$ cat src/rtl/mem_stage.sv
// Memory-access stage: registers one instruction from execute, merges SRAM load data, offers it to writeback.
// Latency 1 cycle; holds under !ws_allowin and keeps a copy of load data so later SRAM reads cannot corrupt it.
module mem_stage (
    input  logic        clk,
    input  logic        resetn,
    input  logic        ws_allowin,
    output logic        ms_allowin,
    input  logic        es_to_ms_valid,
    input  logic [70:0] es_to_ms_bus,
    input  logic [31:0] data_sram_rdata,
    output logic        ms_to_ws_valid,
    output logic [69:0] ms_to_ws_bus,
    output logic [37:0] ms_fwd_bus,
    output logic        out_ms_valid
);

    typedef struct packed {
        logic        res_from_mem;
        logic        gr_we;
        logic [4:0]  dest;
        logic [31:0] alu_result;
        logic [31:0] pc;
    } es_bus_t;

    logic        ms_valid_q, ms_valid_d;
    es_bus_t     bus_q, bus_d;
    logic [31:0] rdata_buf_q, rdata_buf_d;
    logic        rdata_held_q, rdata_held_d;

    logic        ms_ready_go;
    logic [31:0] mem_rdata;
    logic [31:0] final_result;

    assign ms_ready_go    = 1'b1;
    assign ms_allowin     = !ms_valid_q || (ms_ready_go && ws_allowin);
    assign ms_to_ws_valid = ms_valid_q && ms_ready_go;
    assign out_ms_valid   = ms_valid_q;

    // SRAM data is only ours in the first valid cycle; afterwards use the captured copy.
    assign mem_rdata    = rdata_held_q ? rdata_buf_q : data_sram_rdata;
    assign final_result = bus_q.res_from_mem ? mem_rdata : bus_q.alu_result;

    assign ms_to_ws_bus = {bus_q.gr_we, bus_q.dest, final_result, bus_q.pc};
    assign ms_fwd_bus   = {ms_valid_q && bus_q.gr_we, bus_q.dest, final_result};

    always_comb begin
        ms_valid_d   = ms_valid_q;
        bus_d        = bus_q;
        rdata_buf_d  = rdata_buf_q;
        rdata_held_d = rdata_held_q;

        if (ms_allowin) begin
            ms_valid_d = es_to_ms_valid;
        end
        if (es_to_ms_valid && ms_allowin) begin
            bus_d = es_to_ms_bus;
        end

        // Leaving clears the flag so it never carries into the next instruction.
        if (ms_valid_q && ws_allowin) begin
            rdata_held_d = 1'b0;
        end else if (ms_valid_q && !ws_allowin && !rdata_held_q) begin
            rdata_buf_d  = data_sram_rdata;
            rdata_held_d = 1'b1;
        end
    end

    always_ff @(posedge clk) begin
        if (!resetn) begin
            ms_valid_q   <= 1'b0;
            bus_q        <= '0;
            rdata_buf_q  <= 32'h0;
            rdata_held_q <= 1'b0;
        end else begin
            ms_valid_q   <= ms_valid_d;
            bus_q        <= bus_d;
            rdata_buf_q  <= rdata_buf_d;
            rdata_held_q <= rdata_held_d;
        end
    end

endmodule
$ cat config.mk
export PLATFORM = sky130hd
export DESIGN_NAME = mem_stage
export DESIGN_NICKNAME = d
export VERILOG_FILES = /design/src/rtl/mem_stage.sv
export SDC_FILE = /design/constraint.sdc
export NUM_CORES = 1
export LEC_CHECK = 0
export BUFFER_PORTS_ARGS = -buffer_cell sky130_fd_sc_hd__buf_2
export CAP_MARGIN = 20
export CORE_ASPECT_RATIO = 0.75
export CORE_MARGIN = 4
export CORE_UTILIZATION = 35
export DETAILED_ROUTE_END_ITERATION = 7
export GPL_TIMING_DRIVEN = 0
export PLACE_DENSITY = 0.63
export SYNTH_ARGS = -nofsm -noshare
export SYNTH_HDL_FRONTEND = slang
export SYNTH_SLANG_ARGS = --single-unit
$ cat constraint.sdc
create_clock -name clk -period 3.6 [get_ports clk]
set_input_delay 0.18 -clock clk [delete_from_list [all_inputs] [get_ports clk]]
set_output_delay 0.18 -clock clk [all_outputs]
set_load 0.01 [all_outputs]
# After elaboration in Yosys (flattened, before gate mapping)

Index checks and enable logic that the tools add are counted.

Register bits after elaboration: 105
Bits of input ports: 107

Multiplexer cells: 2
Bitwise gates (word level): 2
Reduce and logical (&&, ||, !) cells: 11

Operators by type and width:

| kind                | count |
|---|---|
| 2-to-1 mux 32 bit   | 2 |
| logical AND 1 bit   | 5 |
| logical NOT 1 bit   | 3 |
| NOT 1 bit           | 2 |
| AND reduction 2 bit | 1 |
| OR reduction 2 bit  | 1 |
| logical OR 1 bit    | 1 |

# Longest topological paths before layout

Word-level depth: 4
Mapped depth: 6
Gate-level depth less buffers: 3

# Worst setup path before layout

No wires, ideal clock.

Path kind: register to output
From: register bus_q[70] in the netlist's numbering
To: output port ms_to_ws_bus[46]
Data arrival time: 1.355 ns
Required time: 3.420 ns
Path slack: 2.065 ns
Stages on the path, launching flop included: 6
Cells stage by stage: dfxtp_1 -> clkbuf_1 -> clkbuf_1 -> nor2_1 -> a21oi_1 -> buf_4

Word-level cells in the longest chain between the ends: 1

Ends and longest elaborated chain:

| item                   | RTL line | RTL |
|---|---|---|
| start, declared        | 26       | `es_bus_t bus_q, bus_d;` |
| start signal, assigned | 76       | `bus_q <= bus_d;` |
| 2-to-1 mux 32 bit      | 41       | `assign final_result = bus_q.res_from_mem ? mem_rdata : bus_q.alu_result;` |
| end, declared          | 12       | `output logic [69:0] ms_to_ws_bus,` |

Every way passes these cells.

# Worst setup path after layout

From: register bus_q[70] in the netlist's numbering
To: output port ms_to_ws_bus[59]

Same word-level chain as after synthesis.

==> impl_metrics.tcl <==
set metrics [dict create \
    dp.final_hpwl_mm 12.0 \
    overflow 0 \
    cp-start-kind "flop" \
    outcome "finished, final reports clean" \
    r2r_end "bus_q[70]$_SDFFE_PN0P_" \
    synth_cell_types 19 \
    final_cell_mix "225 x buf_2, 175 x nand2_1, 105 x dfxtp_1" \
    rsz0062_at_grt "no" \
    clock_tree.root_cell "clkbuf_16" \
    path_buf_inv 4 \
    critical_path_depth 6 \
    yosysSeqAreaShare_pct 38.9 \
    fp.dieH_um 116 \
    postCtsSetupBuffers 0 \
    htree_levels 3 \
    arrival_ns 2.26 \
    crit_top_cell "clkbuf_1" \
    synth_mux_area_share_pct 19.1 \
    irDropWorstVdd_v 0.000268 \
    rr_worst_depth 4 \
    yosys.area_share.simple_pct 17.9 \
    grt_max_degree 19 \
    core_um2 15200 \
    drtAntennaViolNets 0 \
    via_count 4805 \
    fillers 1562 \
    critPathCaptureType "primary output" \
    final.period_utilization_pct 67.7 \
    clk_pin_slew_ns 0.08 \
    synth_compound_area_share_pct 8.34 \
    post_cts_resized 0 \
    grt_pass1_wl_mm 24.1 \
    hold_class "primary input to flop" \
    mostFrequentLayoutCell "buf_2" \
    slowest_stage "clkbuf_1" \
    final_layout_size_suffix_gt1_share_pct 41.4 \
    setup_viol 0 \
    cp_max_fo 10 \
    ios 218 \
    syn2layout_area_growth_pct 30.3 \
    finalWeightedCongestion 0.769 \
    syn-cell-area_um2 5400 \
    path_cells "clkbuf_1 > clkbuf_1 > nor2_1 > a21oi_1 > buf_4 > buf_2" \
    ys_ff_latch 105 \
    fp.dieArea_um2 17500 \
    drt_iter0_drc 142 \
    yosys_warnings 0 \
    vias_per_cell 4.45 \
    critPathKind "flop to primary output" \
    timing.rr.start "bus_q[70]$_SDFFE_PN0P_" \
    p_leak_nw 3.54 \
    critical_path.startpoint "bus_q[70]$_SDFFE_PN0P_" \
    cp-endpoint "ms_to_ws_bus[59]" \
    cts_buffer_depth 2 \
    fp-row-count 39 \
    worstMarginPinSlew_ns 0.587 \
    final_max_slew_viol_count 0 \
    maxCapViolCount 0 \
    final-hold-violation-count 0 \
    drcViolationCount 0 \
    die_w_um 151 \
    antenna_found_initial 0 \
    synthAdderAreaFrac_pct 0 \
    cts_buffers 9 \
    relSlewSlack_pct 60.9 \
    clock_latency_ns 0.34 \
    power_density_nw_per_um2 416 \
    multi_input_area_um2 2450 \
    synthCells 643 \
    dr.pass1.iters 4 \
    grtUsageTotal_pct 17.5 \
    wl_per_cell_um 14.3 \
    synth_top_family_by_area "multiplexers" \
    finClkSkew_ns 0.00821 \
    path_delay_family "buffers and inverters" \
    syn_avg_cell_area_um2 8.40 \
    ff_latch_area_um2 2100 \
    final_nets 977 \
    syn_nets 750 \
    synthXorXnorAreaFrac_pct 0 \
    wl_mm 15.5 \
    cts_tree "yes" \
    max_stage_delay_ns 0.51 \
    io_buffers 216 \
    antenna_cells 0 \
    min_period_ns 2.44 \
    rrSetupSlack_ns 2.05 \
    cts.sinks 105 \
    final_core_util_pct 46.4 \
    required_ns 3.42 \
    start_util_pct 35.6 \
    hold_start "es_to_ms_bus[66]" \
    first_global_vias 4749 \
    max_freq_mhz 410 \
    ctsHoldBuffers 0 \
    setup-tns-final_ns 0 \
]
-- cells in the mapped netlist --
| master | count | area (um2) |
|---|---|---|
| buf_1 | 4 | 15.0 |
| o211a_1 | 1 | 10.0 |
| a21oi_1 | 32 | 160 |
| dfxtp_1 | 105 | 2100 |
| nor2_1 | 32 | 120 |
| and2_1 | 2 | 12.5 |
| nand2b_1 | 1 | 6.26 |
| nand2_1 | 175 | 657 |
| mux2i_1 | 103 | 1030 |
| buf_6 | 8 | 90.1 |
| buf_2 | 9 | 45.0 |
| nand3_1 | 32 | 160 |
| inv_1 | 1 | 3.75 |
| a21boi_0 | 1 | 7.51 |
| o21ai_1 | 2 | 10.0 |
| clkbuf_1 | 21 | 78.8 |
| o21ai_2 | 30 | 263 |
| or3b_1 | 1 | 8.76 |
| buf_4 | 83 | 623 |
-- stage by stage --
step	power (W)	setup slack, ns	instances	hold slack, ns	instance area (um2)
6_report	0.00293	1.16	1080	0.0714	7040
5_1_grt	0.00309	0.876	1080	0.0683	7040
4_1_cts	0.00298	1.05	1080	0.0560	7040
3_5_place_dp	0.00197	1.43	1064	0.435	6740
3_3_place_gp	0.00196	1.43	1064	0.431	6740
2_1_floorplan	0.00171	2.06	643	0.313	5400
-- worst register-to-register path: cells and delay by family (launching register included) --
kind                   cells  cell delay (ns)
buffers and inverters      2             0.83
DFF                        1             0.38
muxes                      1             0.17
and+or+nand+nor            1             0.09
-- how the worst min path moves through the flow --
stage | to | slack (ns) | cells past startpoint
after floorplan | rdata_buf_q[0]$_SDFFE_PN0P_ | 0.31 | 2
after global placement | ms_to_ws_bus[4]$_SDFFE_PN0P_ | 0.43 | 3
after detailed placement | bus_q[60]$_SDFFE_PN0P_ | 0.44 | 3
after CTS | ms_fwd_bus[34]$_SDFFE_PN0P_ | 0.06 | 3
after global routing | ms_to_ws_bus[8]$_SDFFE_PN0P_ | 0.07 | 3
final | ms_fwd_bus[34]$_SDFFE_PN0P_ | 0.07 | 3
-- final cells by class --
type,instances,area share (%)
multi-input combinational,412,34.7
sequential,105,29.8
inverter,1,0.0533
clock inverter,7,1.08
tap,205,3.64
buffer,125,12.1
timing repair buffer,216,15.3
clock buffer,9,3.20
-- sequential cells by signal, summed over array words and instances (netlist names) --
register,cells
bus_q,33
ms_to_ws_bus,33
rdata_buf_q,32
ms_fwd_bus,5
ms_to_ws_valid,1
rdata_held_q,1
-- logic make-up after synthesis --
kind of cell,after synthesis
buf+inv,126
mux,103
compound gates,66
flops,105
simple gates,243
-- where the power goes --
part	leakage [nW]	internal [W]	switching [W]	total, W
combinational	2.53	0.000321	0.000344	0.000665
sequential	0.862	0.00123	0.0000356	0.00126
clock	0.143	0.000546	0.000456	0.00100
-- metal layers --
metal	up-vias	global-route usage (%)	share of wire (%)
met5	-	0	0
met4	0	3.93	1.0
met3	13	5.75	9.3
met2	158	27.7	43
met1	2146	23.2	47
li1	2488	-	-
Note: power is estimated with default switching activity, not from simulation.
